$ cat src/rtl/osc_trim_ctrl_if.sv
// Signal bundle between osc_trim_ctrl, the command sequencer, TMON and the oscillator trim input.
interface osc_trim_ctrl_if #(
  parameter int unsigned TRIM_W = 6
);
  logic              CAL_START;
  logic [15:0]       TARGET;
  logic              TSTOP;
  logic [15:0]       TVAL;
  logic              MON_RSTN;
  logic [TRIM_W-1:0] TRIM;
  logic [15:0]       CAL_TVAL;
  logic              CAL_BUSY;
  logic              CAL_DONE;
  logic              CAL_FAIL;

  modport master (
    output CAL_START, TARGET, TSTOP, TVAL,
    input  MON_RSTN, TRIM, CAL_TVAL, CAL_BUSY, CAL_DONE, CAL_FAIL
  );

  modport slave (
    input  CAL_START, TARGET, TSTOP, TVAL,
    output MON_RSTN, TRIM, CAL_TVAL, CAL_BUSY, CAL_DONE, CAL_FAIL
  );
endinterface

$ cat src/rtl/osc_trim_ctrl.sv
// Successive-approximation oscillator trim calibration, MSB first, with a final verify window.
// Optional WAIT watchdog enabled by macro OSC_CAL_TIMEOUT_EN.
module osc_trim_ctrl #(
  parameter int unsigned       TRIM_W    = 6,
  parameter logic [TRIM_W-1:0] TRIM_INIT = '0,
  parameter int unsigned       TOL       = 8,
  parameter int unsigned       TIMEOUT   = 64
) (
  input logic            NCLKD,
  input logic            RSTN,
  osc_trim_ctrl_if.slave bus
);
  localparam int unsigned IDX_W  = (TRIM_W > 1) ? $clog2(TRIM_W) : 1;
  localparam int unsigned DIFF_W = 17;

  typedef enum logic [2:0] {
    S_IDLE, S_MRST, S_WAIT, S_EVAL, S_DONE, S_FAIL
  } state_t;

  state_t              r_state, w_state_nxt;
  logic [TRIM_W-1:0]   r_trim, w_trim_nxt;
  logic [IDX_W-1:0]    r_idx, w_idx_nxt;
  logic                r_verify, w_verify_nxt;
  logic                r_mrst_cnt, w_mrst_cnt_nxt;
  logic                r_mon_rstn, w_mon_rstn_nxt;
  logic [15:0]         r_cal_tval, w_cal_tval_nxt;
  logic                r_busy;
  logic                r_done, w_done_nxt;
  logic                r_fail, w_fail_nxt;
  logic                r_s1, r_s2, r_s3;
  logic                w_rise;
  logic                w_tmo_hit;
  logic [DIFF_W-1:0]   w_diff;

`ifdef OSC_CAL_TIMEOUT_EN
  localparam int unsigned TMO_W = $clog2(TIMEOUT + 1);
  logic [TMO_W-1:0] r_tmo_cnt;

  // Counts WAIT cycles; restarts every time WAIT is left.
  always_ff @(posedge NCLKD or negedge RSTN) begin
    if (!RSTN)                  r_tmo_cnt <= '0;
    else if (r_state == S_WAIT) r_tmo_cnt <= r_tmo_cnt + TMO_W'(1);
    else                        r_tmo_cnt <= '0;
  end

  assign w_tmo_hit = (r_state == S_WAIT) && (r_tmo_cnt == TMO_W'(TIMEOUT - 1));
`else
  logic [31:0] w_unused_timeout;
  assign w_unused_timeout = 32'(TIMEOUT);
  assign w_tmo_hit        = 1'b0;
`endif

  // TSTOP is asynchronous: two-flop sync plus edge flop, flushed on every monitor reset.
  always_ff @(posedge NCLKD or negedge RSTN) begin
    if (!RSTN) begin
      r_s1 <= 1'b0;
      r_s2 <= 1'b0;
      r_s3 <= 1'b0;
    end else if (r_state == S_MRST) begin
      r_s1 <= 1'b0;
      r_s2 <= 1'b0;
      r_s3 <= 1'b0;
    end else begin
      r_s1 <= bus.TSTOP;
      r_s2 <= r_s1;
      r_s3 <= r_s2;
    end
  end

  assign w_rise = r_s2 & ~r_s3;
  assign w_diff = (bus.TVAL >= bus.TARGET) ? ({1'b0, bus.TVAL} - {1'b0, bus.TARGET})
                                           : ({1'b0, bus.TARGET} - {1'b0, bus.TVAL});

  always_ff @(posedge NCLKD or negedge RSTN) begin
    if (!RSTN) begin
      r_state    <= S_IDLE;
      r_trim     <= TRIM_INIT;
      r_idx      <= '0;
      r_verify   <= 1'b0;
      r_mrst_cnt <= 1'b0;
      r_mon_rstn <= 1'b0;
      r_cal_tval <= '0;
      r_busy     <= 1'b0;
      r_done     <= 1'b0;
      r_fail     <= 1'b0;
    end else begin
      r_state    <= w_state_nxt;
      r_trim     <= w_trim_nxt;
      r_idx      <= w_idx_nxt;
      r_verify   <= w_verify_nxt;
      r_mrst_cnt <= w_mrst_cnt_nxt;
      r_mon_rstn <= w_mon_rstn_nxt;
      r_cal_tval <= w_cal_tval_nxt;
      r_busy     <= (w_state_nxt != S_IDLE);
      r_done     <= w_done_nxt;
      r_fail     <= w_fail_nxt;
    end
  end

  // Next state plus next values of every registered output.
  always_comb begin
    w_state_nxt    = r_state;
    w_trim_nxt     = r_trim;
    w_idx_nxt      = r_idx;
    w_verify_nxt   = r_verify;
    w_mrst_cnt_nxt = 1'b0;
    w_mon_rstn_nxt = 1'b1;
    w_cal_tval_nxt = r_cal_tval;
    w_done_nxt     = 1'b0;
    w_fail_nxt     = r_fail;
    unique case (r_state)
      S_IDLE: begin
        if (bus.CAL_START) begin
          w_trim_nxt             = '0;
          w_trim_nxt[TRIM_W-1]   = 1'b1;
          w_idx_nxt              = IDX_W'(TRIM_W - 1);
          w_verify_nxt           = 1'b0;
          w_fail_nxt             = 1'b0;
          w_mon_rstn_nxt         = 1'b0;
          w_state_nxt            = S_MRST;
        end
      end
      S_MRST: begin
        if (r_mrst_cnt) begin
          w_state_nxt = S_WAIT;
        end else begin
          w_mrst_cnt_nxt = 1'b1;
          w_mon_rstn_nxt = 1'b0;
        end
      end
      S_WAIT: begin
        if (w_rise) begin
          w_state_nxt = S_EVAL;
        end else if (w_tmo_hit) begin
          w_fail_nxt  = 1'b1;
          w_state_nxt = S_FAIL;
        end
      end
      S_EVAL: begin
        w_cal_tval_nxt = bus.TVAL;
        if (r_verify) begin
          if (w_diff <= DIFF_W'(TOL)) begin
            w_done_nxt  = 1'b1;
            w_state_nxt = S_DONE;
          end else begin
            w_fail_nxt  = 1'b1;
            w_state_nxt = S_FAIL;
          end
        end else begin
          if (bus.TVAL > bus.TARGET) w_trim_nxt[r_idx] = 1'b0;
          if (r_idx != '0) begin
            w_trim_nxt[r_idx - IDX_W'(1)] = 1'b1;
            w_idx_nxt                     = r_idx - IDX_W'(1);
          end else begin
            w_verify_nxt = 1'b1;
          end
          w_mon_rstn_nxt = 1'b0;
          w_state_nxt    = S_MRST;
        end
      end
      S_DONE: w_state_nxt = S_IDLE;
      S_FAIL: begin
        w_fail_nxt  = 1'b1;
        w_state_nxt = S_IDLE;
      end
      default: w_state_nxt = S_IDLE;
    endcase
  end

  assign bus.MON_RSTN = r_mon_rstn;
  assign bus.TRIM     = r_trim;
  assign bus.CAL_TVAL = r_cal_tval;
  assign bus.CAL_BUSY = r_busy;
  assign bus.CAL_DONE = r_done;
  assign bus.CAL_FAIL = r_fail;
endmodule

$ cat src/flat_wrapper.sv
// flat-port wrapper written by rule: the top's interface ports become plain ports
module osc_trim_ctrl_flat 
#(
  parameter int unsigned       TRIM_W    = 6,
  parameter logic [TRIM_W-1:0] TRIM_INIT = '0,
  parameter int unsigned       TOL       = 8,
  parameter int unsigned       TIMEOUT   = 64
)
  (NCLKD, RSTN, bus_CAL_START, bus_TARGET, bus_TSTOP, bus_TVAL, bus_MON_RSTN, bus_TRIM, bus_CAL_TVAL, bus_CAL_BUSY, bus_CAL_DONE, bus_CAL_FAIL);
  osc_trim_ctrl_if #(.TRIM_W(TRIM_W)) bus_i ();
  input logic NCLKD;
  input logic RSTN;
  input wire logic [$bits(bus_i.CAL_START)-1:0] bus_CAL_START;
  input wire logic [$bits(bus_i.TARGET)-1:0] bus_TARGET;
  input wire logic [$bits(bus_i.TSTOP)-1:0] bus_TSTOP;
  input wire logic [$bits(bus_i.TVAL)-1:0] bus_TVAL;
  output wire logic [$bits(bus_i.MON_RSTN)-1:0] bus_MON_RSTN;
  output wire logic [$bits(bus_i.TRIM)-1:0] bus_TRIM;
  output wire logic [$bits(bus_i.CAL_TVAL)-1:0] bus_CAL_TVAL;
  output wire logic [$bits(bus_i.CAL_BUSY)-1:0] bus_CAL_BUSY;
  output wire logic [$bits(bus_i.CAL_DONE)-1:0] bus_CAL_DONE;
  output wire logic [$bits(bus_i.CAL_FAIL)-1:0] bus_CAL_FAIL;
  assign bus_i.CAL_START = bus_CAL_START;
  assign bus_i.TARGET = bus_TARGET;
  assign bus_i.TSTOP = bus_TSTOP;
  assign bus_i.TVAL = bus_TVAL;
  assign bus_MON_RSTN = bus_i.MON_RSTN;
  assign bus_TRIM = bus_i.TRIM;
  assign bus_CAL_TVAL = bus_i.CAL_TVAL;
  assign bus_CAL_BUSY = bus_i.CAL_BUSY;
  assign bus_CAL_DONE = bus_i.CAL_DONE;
  assign bus_CAL_FAIL = bus_i.CAL_FAIL;
  osc_trim_ctrl #(.TRIM_W(TRIM_W), .TRIM_INIT(TRIM_INIT), .TOL(TOL), .TIMEOUT(TIMEOUT)) u_core (.NCLKD(NCLKD), .RSTN(RSTN), .bus(bus_i));
endmodule
$ cat config.mk
export PLATFORM = sky130hd
export DESIGN_NAME = osc_trim_ctrl_flat
export DESIGN_NICKNAME = d
export VERILOG_FILES = /design/src/rtl/osc_trim_ctrl_if.sv /design/src/rtl/osc_trim_ctrl.sv /design/src/flat_wrapper.sv
export SDC_FILE = /design/constraint.sdc
export NUM_CORES = 1
export LEC_CHECK = 0
export ABC_AREA = 1
export CAP_MARGIN = 15
export CELL_PAD_IN_SITES_DETAIL_PLACEMENT = 1
export CELL_PAD_IN_SITES_GLOBAL_PLACEMENT = 1
export CORE_MARGIN = 5
export CORE_UTILIZATION = 35
export DETAILED_ROUTE_END_ITERATION = 8
export HOLD_SLACK_MARGIN = 0.06
export PLACE_DENSITY_LB_ADDON = 0.1
export SYNTH_ARGS = -nofsm -noshare
export SYNTH_HDL_FRONTEND = slang
export SYNTH_SLANG_ARGS = --single-unit
$ cat constraint.sdc
create_clock -name NCLKD -period 1.9 [get_ports NCLKD]
set_clock_uncertainty 0.05 [all_clocks]
set_input_delay 0.475 -clock NCLKD [delete_from_list [all_inputs] [get_ports NCLKD]]
set_output_delay 0.475 -clock NCLKD [all_outputs]
set_load 0.02 [all_outputs]
# Word level (Yosys, flattened, before mapping)
# Index checks and enable logic that the tools add are counted.
[totals]
regBits = 37
ramBits = 0
latchBits = 0
out_inout_bits = 26
mem_bits_ro = 0
mem_count = 0
[op_classes]
bitwise_logic = 5
shifts = 0
muxes = 41
reduce_logical = 11
add_sub_neg = 3
mul = 0
div_mod_pow = 0
n_lt_le_gt_ge = 7
n_eq_ne = 9
[op_table]
columns = ["op", "count"]
rows = [
  ["6-bit two-way mux", 6],
  ["16-bit by 16-bit subtractor with 17-bit output", 2],
  ["3-bit two-way mux", 7],
  ["1-bit two-way mux", 19],
  ["17-bit by 4-bit less-or-equal comparator with 1-bit output (second input constant)", 1],
  ["17-bit two-way mux", 1],
  ["16-bit greater-or-equal comparator", 1],
  ["16-bit > comparator", 1],
  ["3-bit one-hot mux with 4 select lines", 1],
  ["6-bit one-hot mux with 2 select lines", 1],
  ["3-bit nonzero test", 3],
  ["3-bit by 4-bit < comparator with 1-bit output (second input constant)", 2],
  ["4-bit AND reduction", 2],
  ["6-bit AND", 1],
  ["1-bit demux with 3-bit select", 2],
  ["3-bit by 2-bit == test with 1-bit output (second input constant)", 2],
  ["3-bit by 1-bit greater-or-equal comparator with 1-bit output (second input constant)", 2],
  ["2-bit inequality test (second input constant)", 3],
  ["6-bit NOT", 1],
  ["6-bit OR", 1],
  ["1-bit one-hot mux with 3 select lines", 2],
  ["3-bit one-hot mux with 2 select lines", 1],
  ["2-bit by 1-bit inequality test with 1-bit output (second input constant)", 2],
  ["3-bit by 1-bit == test with 1-bit output (second input constant)", 1],
  ["other kinds (10)", 11],
]

# Logic depth before layout (Yosys ltp)
# Gate-level depths: netlist of the first run.
[logic_depth]
ltp_word = 13
depth_mapped = 21
mapped_depth_nobuf = 20

# Worst setup path after synthesis of the first run
# No wires, ideal clock.
[synth_timing]
path_kind = "input -> register"
start = "input port bus_TVAL[10]"
end = "register u_core.r_busy (netlist: u_core.bus.CAL_BUSY)"
required_ns = 1.718
cell_stages = 16
t_arrival_ns = 2.116
path_buffers = 0
setup_slack_ns = -0.398
cell_sequence = "inv_1 > ha_1 > nand2_2 > inv_2 > a21oi_4 > nor2_1 > nor2_4 > nand2_1 > nor2_2 > nand2_1 > nand2_1 > nand3_1 > nor2_1 > nand3_2 > nand2_2 > nand3_2"
[synth_via]
elab_chain_cells = 7
elab_cells_between_ends = 9
[synth_rtl]
columns = ["item", "line", "source"]
rows = [
  ["start: declaration", "flat_wrapper.sv:16", "input wire logic [$bits(bus_i.TVAL)-1:0] bus_TVAL;"],
  ["16-bit by 16-bit subtractor with 17-bit output, or another cell as far along", "osc_trim_ctrl.sv:72", ": ({1'b0, bus.TARGET} - {1'b0, bus.TVAL});"],
  ["17-bit two-way mux *", "osc_trim_ctrl.sv:71", "assign w_diff = (bus.TVAL >= bus.TARGET) ? ({1'b0, bus.TVAL} - {1'b0, bus.TARGET})"],
  ["17-bit by 4-bit less-or-equal comparator with 1-bit output *", "osc_trim_ctrl.sv:142", "if (w_diff <= DIFF_W'(TOL)) begin"],
  ["1-bit two-way mux *", "osc_trim_ctrl.sv:142", ""],
  ["3-bit two-way mux *", "osc_trim_ctrl.sv:141", "if (r_verify) begin"],
  ["3-bit one-hot mux with 4 select lines *", "osc_trim_ctrl.sv:111", "unique case (r_state)"],
  ["3-bit nonzero test *", "osc_trim_ctrl.sv:94", "r_busy <= (w_state_nxt != S_IDLE);"],
  ["end signal: assignment", "osc_trim_ctrl.sv:94", ""],
  ["end: declaration", "osc_trim_ctrl.sv:27", "logic r_busy;"],
]
# Every way passes the cells marked *; elsewhere a longest branch is shown, timed or not.
# A chain may end at the register's enable or synchronous reset.

# Final worst setup path of the first run
[layout_timing]
start = "input port bus_TVAL[7]"
end = "register u_core.r_state[0]"
[layout_via]
elab_chain_cells = 6
elab_cells_between_ends = 8
[layout_rtl]
columns = ["item", "line", "source"]
rows = [
  ["16-bit by 16-bit subtractor with 17-bit output, or another cell as far along", "osc_trim_ctrl.sv:72", ""],
  ["17-bit two-way mux *", "osc_trim_ctrl.sv:71", ""],
  ["17-bit by 4-bit less-or-equal comparator with 1-bit output *", "osc_trim_ctrl.sv:142", ""],
  ["1-bit two-way mux *", "osc_trim_ctrl.sv:142", ""],
  ["3-bit two-way mux *", "osc_trim_ctrl.sv:141", ""],
  ["3-bit one-hot mux with 4 select lines *", "osc_trim_ctrl.sv:111", ""],
  ["named net u_core.w_state_nxt[0]", "osc_trim_ctrl.sv:20", "state_t r_state, w_state_nxt;"],
  ["end signal: assignment", "osc_trim_ctrl.sv:87", "r_state <= w_state_nxt;"],
  ["end: declaration", "osc_trim_ctrl.sv:20", ""],
]
# Mark *: on every way through the listed nets, which the timed path passes. The rest lies on a longest branch.

==> results.sh, run 1 <==
export IMPL_peakVddDrop_v=0.0007187
export IMPL_final_common_cell="nand2_1"
export IMPL_clk_pin_slew_worst_paths_ns=0.06
export IMPL_htreeDepth=2
export IMPL_antenna_cells=0
export IMPL_dp_cells=916
export IMPL_synth_nets=713
export IMPL_end_kind="register"
export IMPL_grt_use_total_pct=23.33
export IMPL_dr_wl_met2_um=9056
export IMPL_place_port_buffers=61
export IMPL_initial_core_util_pct=35.93
export IMPL_cts_tree="yes"
export IMPL_place_congestion=0.8478
export IMPL_final_nets=906
export IMPL_rsz0062_at_grt="yes"
export IMPL_grt_overflow=0
export IMPL_r2r_cells=10
export IMPL_layout_worst_path_cycle_share_pct=127.5
export IMPL_setup_tns_ns=-3.009
export IMPL_ant_nets=0
export IMPL_fin_crit_ns=2.423
export IMPL_finish_instance_area_um2=6601
export IMPL_fin_ws_ns=-0.5234
export IMPL_yosysUniqueCellTypes=34
export IMPL_violations="negative setup slack"
export IMPL_clock_sinks=37
export IMPL_grt_antenna_before_repair=0
export IMPL_synth_seq_area_share_pct=23.57
export IMPL_hold_violations=0
export IMPL_synthesis_area_um2=3929
export IMPL_grt_pass1_wl_um=25210
export IMPL_p_per_area_nw_per_um2=864.3
export IMPL_numCtsBuffers=5
export IMPL_drc=0
export IMPL_wl_met3_um=466
export IMPL_grt_max_degree=21
export IMPL_drt_iter0_drc=277
export IMPL_cp_common_cell="nand2_1"
export IMPL_path_max_fanout=4
export IMPL_top_layer="met4"
export IMPL_crit_start="bus_TVAL[7]"
export IMPL_syn2layout_area_growth_pct=68.03
export IMPL_wire_per_inst_um=17.28
export IMPL_relSlewSlack_pct=67.46
export IMPL_drv_cap=0
export IMPL_post_place_ws_ns=-1.142
export IMPL_wl_um=16880
export IMPL_core_area_um2=10940
export IMPL_drt_pass1_iterations=4
export IMPL_synth_seq_cells=37
export IMPL_final_layout_size_suffix_gt1_share_pct=43.37
export IMPL_max_stage_delay_ns=0.22
export IMPL_vias_per_cell=5.083
export IMPL_io_pins=62
export IMPL_slew_viol_final=0
export IMPL_clk_latency_ns=0.28
export IMPL_worst_hold_path_type="input pin to asynchronous set/reset pin"
export IMPL_cts_root_buf="clkbuf_16"
export IMPL_clk_path_buf_depth=2
export IMPL_crit_path_start_kind="input pin"
export IMPL_critPathRequiredTime_ns=1.99
export IMPL_dieHeight_um=116.0
export IMPL_die_width_um=116.0
export IMPL_die_area_um2=13440
export IMPL_leakagePower_nw=3.452
export IMPL_final_cell_mix="166 x nand2_1, 117 x buf_4, 101 x inv_1"
export IMPL_worst_slew_pin_slew_ns=0.4844
export IMPL_instances_no_fill=977
export IMPL_synth_cells=643
export IMPL_outcome="finished, violations left"
export IMPL_grt_pass1_vias=5266
export IMPL_ys_warnings_count=0
export IMPL_setup_violations=10
export IMPL_rr_startpoint="u_core.r_idx[1]"
export IMPL_worstReg2RegEnd="u_core.r_idx[1]"
export IMPL_wl_met1_um=6914
export IMPL_vias=4966
export IMPL_utilization_pct=60.37
export IMPL_r2r_slack_ns=0.02
export IMPL_path_class="input pin to register"
export IMPL_nFillCells=1421
export IMPL_crit_chain="buf_8 > inv_4 > ha_4 > nand2_1 > nand2_1 > a21oi_2 > inv_1 > a21oi_1 > nand2_1 > nand2_1 > nand2_1 > nor2_1 > nand2_1 > nand2_1 > nand2_2 > inv_2 > nand3_2 > nand2_2 > nand2_1"
export IMPL_dp_hpwl_um=11620
export IMPL_crit_arrival_ns=2.51
export IMPL_cts_hold_buffers=0
export IMPL_rows=38
export IMPL_synth_area_per_cell_um2=6.110
export IMPL_placed_area_um2=5509
export IMPL_fmax_ghz=0.4126
export IMPL_crit_slowest_cell="ha_4"
==> worst max-delay path: cells and delay by family <==
kind	cells	cell delay, ns
AO/OA/AOI/OAI	2	0.37
AND/OR/NAND/NOR	12	1.15
buffers and inverters	4	0.29
adder cells (fa/ha/maj)	1	0.22
==> through the flow <==
step	power, W	hold WS, ns
finish	0.005706	0.1009
floorplan	0.002963	0.1294
detailed placement	0.004209	0.4015
CTS	0.005490	0.1122
global route	0.006054	0.1337
global placement	0.004094	0.3927
==> cells in the mapped netlist (all sizes together) <==
cell type    n  area share (%)
nand4       17             2.7
buf          4            0.67
nand3       45             6.8
nor2        49             5.8
xor2         3            0.67
a21oi       26             3.7
nand2      237              24
nor3         8             1.3
o311ai       1            0.22
nor4         1            0.54
inv        133              13
o41ai        1            0.22
xnor2        1            0.22
a22oi        5            0.96
o21ai       32             4.2
clkbuf       2            0.19
o21bai       3            0.57
ha          34              11
dfrtp       37              24
clkinv       2            0.19
and2         2            0.32
==> metal layers <==
metal / vias to the layer above / track usage (%)
met2: 130 / 44.23
met1: 2413 / 27.36
li1: 2384 / -
met5: - / 0
met4: 0 / 7.347
met3: 39 / 2.350
==> registers in the layout, indices dropped and copies added, names as in the netlist <==
signal / count
u_core.bus.CAL_TVAL: 16
u_core.bus.TRIM: 6
u_core.r_idx: 3
u_core.r_state: 3
u_core.bus.CAL_BUSY: 1
u_core.bus.CAL_DONE: 1
u_core.bus.CAL_FAIL: 1
u_core.bus.MON_RSTN: 1
u_core.r_mrst_cnt: 1
u_core.r_s1: 1
u_core.r_s2: 1
u_core.r_s3: 1
u_core.r_verify: 1
==> power breakdown <==
part | total (W) | internal [W] | leakage (nW) | switching (W)
clock | 0.000969 | 0.000656 | 0.0841 | 0.000313
sequential | 0.00133 | 0.00111 | 0.460 | 0.000219
combinational | 0.00341 | 0.00144 | 2.91 | 0.00197
total | 0.00571 | 0.00320 | 3.45 | 0.00250
==> worst max path at each step <==
stage                                     end  slack [ns]  cells past startpoint
final                       u_core.r_state[0]       -0.52                     19
after global placement    u_core.bus.CAL_BUSY       -1.09                     16
after floorplan           u_core.bus.CAL_BUSY       -0.32                     18
after CTS                 u_core.bus.CAL_BUSY       -0.33                     20
after detailed placement  u_core.bus.CAL_BUSY       -1.14                     17
after global routing        u_core.r_state[0]       -0.64                     19
==> final cells by class <==
type / count / area [um^2] / share of cell area, %
inverters: 135 / 529.3 / 8.017
clock inverters: 1 / 30.03 / 0.4549
well taps: 140 / 175.2 / 2.654
multi-input cells: 465 / 3208 / 48.60
flip-flops and latches: 37 / 925.9 / 14.03
clock buffers: 7 / 142.6 / 2.161
repair buffers: 192 / 1590 / 24.09
==> cells by family (layout without fill, tap and decap cells) <==
kind of cell	Yosys count	in the layout	share of synthesized area, %
xor gates and xnor gates	4	4	0.8919
and+or+nand+nor	359	359	41.11
buffers and inverters	141	335	13.76
AOI/OAI and AO/OA	68	68	9.841
adders and majority gates	34	34	10.83
DFF	37	37	23.57
==> what timing repair did <==
item / 4_1_cts / 5_1_grt
setup endpoints to repair: 10 / 14
setup buffers: 44 / 11
resized for setup: 254 / 65
gates cloned: 0 / 0
pin swaps: 81 / 54
Note: power is estimated with default switching activity, not from simulation.
==> run 2, diff against run 1 <==
Settings changed: DONT_BUFFER_PORTS from default to 1.
==> results.sh, run 2 (synthesis gave the netlist of run 1 again) <==
export IMPL_initial_core_util_pct=35.93
export IMPL_leakagePower_nw=2.857
export IMPL_setup_violations=4
export IMPL_numCtsBuffers=5
export IMPL_r2r_slack_ns=0.16
export IMPL_grt_overflow=0
export IMPL_vias_per_cell=4.852
export IMPL_outcome="finished, violations left"
export IMPL_rsz0062_at_grt="yes"
export IMPL_grt_use_total_pct=20.12
export IMPL_seq_area_um2=925.9
export IMPL_clk_path_buf_depth=2
export IMPL_r2r_cells=7
export IMPL_min_to="u_core.r_s1"
export IMPL_nFillCells=1416
export IMPL_drv_cap=0
export IMPL_cts_tree="yes"
export IMPL_grt_antenna_before_repair=0
export IMPL_grtUsageMet2_pct=37.02
export IMPL_grt_pass1_wl_um=21850
export IMPL_place_congestion=0.8840
export IMPL_layout_worst_path_cycle_share_pct=111.2
export IMPL_path_max_fanout=5
export IMPL_relSlewSlack_pct=75.22
export IMPL_cts_root_buf="clkbuf_16"
export IMPL_violations="negative setup slack"
export IMPL_fin_crit_ns=2.112
export IMPL_crit_path_start_kind="input pin"
export IMPL_peakVddDrop_v=0.0007156
export IMPL_final_layout_size_suffix_gt1_share_pct=26.67
export IMPL_power_w=0.004745
export IMPL_clk_latency_ns=0.28
export IMPL_multi_input_area_um2=2874
export IMPL_die_area_um2=13440
export IMPL_crit_start="bus_TVAL[7]"
export IMPL_use_met1_pct=24.61
export IMPL_htreeDepth=2
export IMPL_io_pins=62
export IMPL_hold_violations=0
export IMPL_wl_um=13040
export IMPL_antenna_cells=0
export IMPL_slew_viol_final=0
export IMPL_grt_pass1_vias=4644
export IMPL_final_nets=789
export IMPL_worst_slew_pin_slew_ns=0.3689
export IMPL_clk_pin_slew_worst_paths_ns=0.06
export IMPL_crit_arrival_ns=2.21
export IMPL_fin_ws_ns=-0.2121
export IMPL_end_kind="register"
export IMPL_die_width_um=116.0
export IMPL_min_delay_start="bus_TSTOP"
export IMPL_grt_use_met3_pct=2.454
export IMPL_syn2layout_area_growth_pct=33.66
export IMPL_grt_max_degree=38
export IMPL_worstReg2RegEnd="u_core.bus.TRIM[1]"
export IMPL_drt_pass1_iterations=4
export IMPL_vias=4173
export IMPL_ant_nets=0
export IMPL_core_area_um2=10940
export IMPL_path_class="input pin to register"
export IMPL_worst_hold_path_type="input pin to register"
export IMPL_final_cell_mix="203 x nand2_1, 114 x inv_1, 72 x buf_4"
export IMPL_dieHeight_um=116.0
export IMPL_largest_reg_flops=16
export IMPL_wire_per_inst_um=15.16
export IMPL_place_port_buffers=0
export IMPL_drt_iter0_drc=200
export IMPL_clock_sinks=37
export IMPL_rr_startpoint="u_core.r_idx[0]"
export IMPL_rows=38
export IMPL_fmax_ghz=0.4735
export IMPL_final_common_cell="nand2_1"
export IMPL_worst_hold_slack_ns=0.2463
export IMPL_drc=0
export IMPL_critPathRequiredTime_ns=2.00
export IMPL_grt_busiest_layer="met2"
export IMPL_dp_hpwl_um=11140
export IMPL_hold_depth=2
export IMPL_p_per_area_nw_per_um2=903.6
run 2: layout make-up:
class / count / share of cell area [%]
clock inverter: 1 / 0.5718
clock buffer: 7 / 2.716
timing repair buffer: 75 / 11.08
inverter: 135 / 9.936
multi-input combinational: 465 / 54.73
sequential: 37 / 17.63
tap: 140 / 3.336
run 2: worst max path at each step:
stage,end,slack [ns],depth (start not counted)
4_1_cts,u_core.bus.CAL_BUSY,-0.21,19
3_3_place_gp,u_core.bus.CAL_BUSY,-0.58,15
2_1_floorplan,u_core.bus.CAL_BUSY,-0.32,18
6_report,u_core.bus.CAL_BUSY,-0.21,19
3_5_place_dp,u_core.bus.CAL_BUSY,-0.63,16
5_1_grt,u_core.bus.CAL_BUSY,-0.37,19
run 2: routing by layer:
metal  wire length (um)  part of all wire [%]  vias to the layer above
met5                  0                     0                        -
met4                182                   1.4                        0
met3                393                   3.0                       15
met2               6636                    51                       59
met1               5823                    45                     1955
li1                   -                     -                     2144
run 2: critical path, cell delays in order:
cell        delay, ns
clkinvlp_4       0.08
ha_4             0.32
nand2_4          0.08
nor2_4           0.13
inv_2            0.08
nor2_4           0.16
nand2_2          0.10
nand3_2          0.06
nand2_1          0.05
nand2_1          0.07
nand2_1          0.05
nor2_1           0.10
nand2_1          0.07
nand2_1          0.07
nand2_2          0.08
inv_2            0.06
nand3_2          0.06
nand2_2          0.07
nand3_2          0.06
run 2: through the flow:
step	TNS, ns	util (%)	area [um^2]	cells	setup WS (ns)
6_report	-0.7597	48.02	5251	860	-0.2121
2_1_floorplan	-1.882	-	4189	643	-0.3162
4_1_cts	-0.7782	47.16	5157	858	-0.2098
5_1_grt	-1.981	48.02	5251	860	-0.3685
3_3_place_gp	-4.683	43.88	4798	841	-0.5784
3_5_place_dp	-5.275	43.88	4798	841	-0.6271
run 2: timing repair:
item / 4_1_cts / 5_1_grt
pin swaps: 27 / 5
resized for setup: 30 / 24
gates cloned: 0 / 0
hold buffers: 2 / 0
buffers inserted: 7 / 2
hold endpoints to repair: 37 / 0
endpoints found under the setup margin: 9 / 13
run 2: power by group:
part / leakage (nW) / internal, W / switching (W)
Sequential: 0.460 / 0.00111 / 0.000532
Combinational: 2.31 / 0.000827 / 0.00131
Clock: 0.0841 / 0.000655 / 0.000313
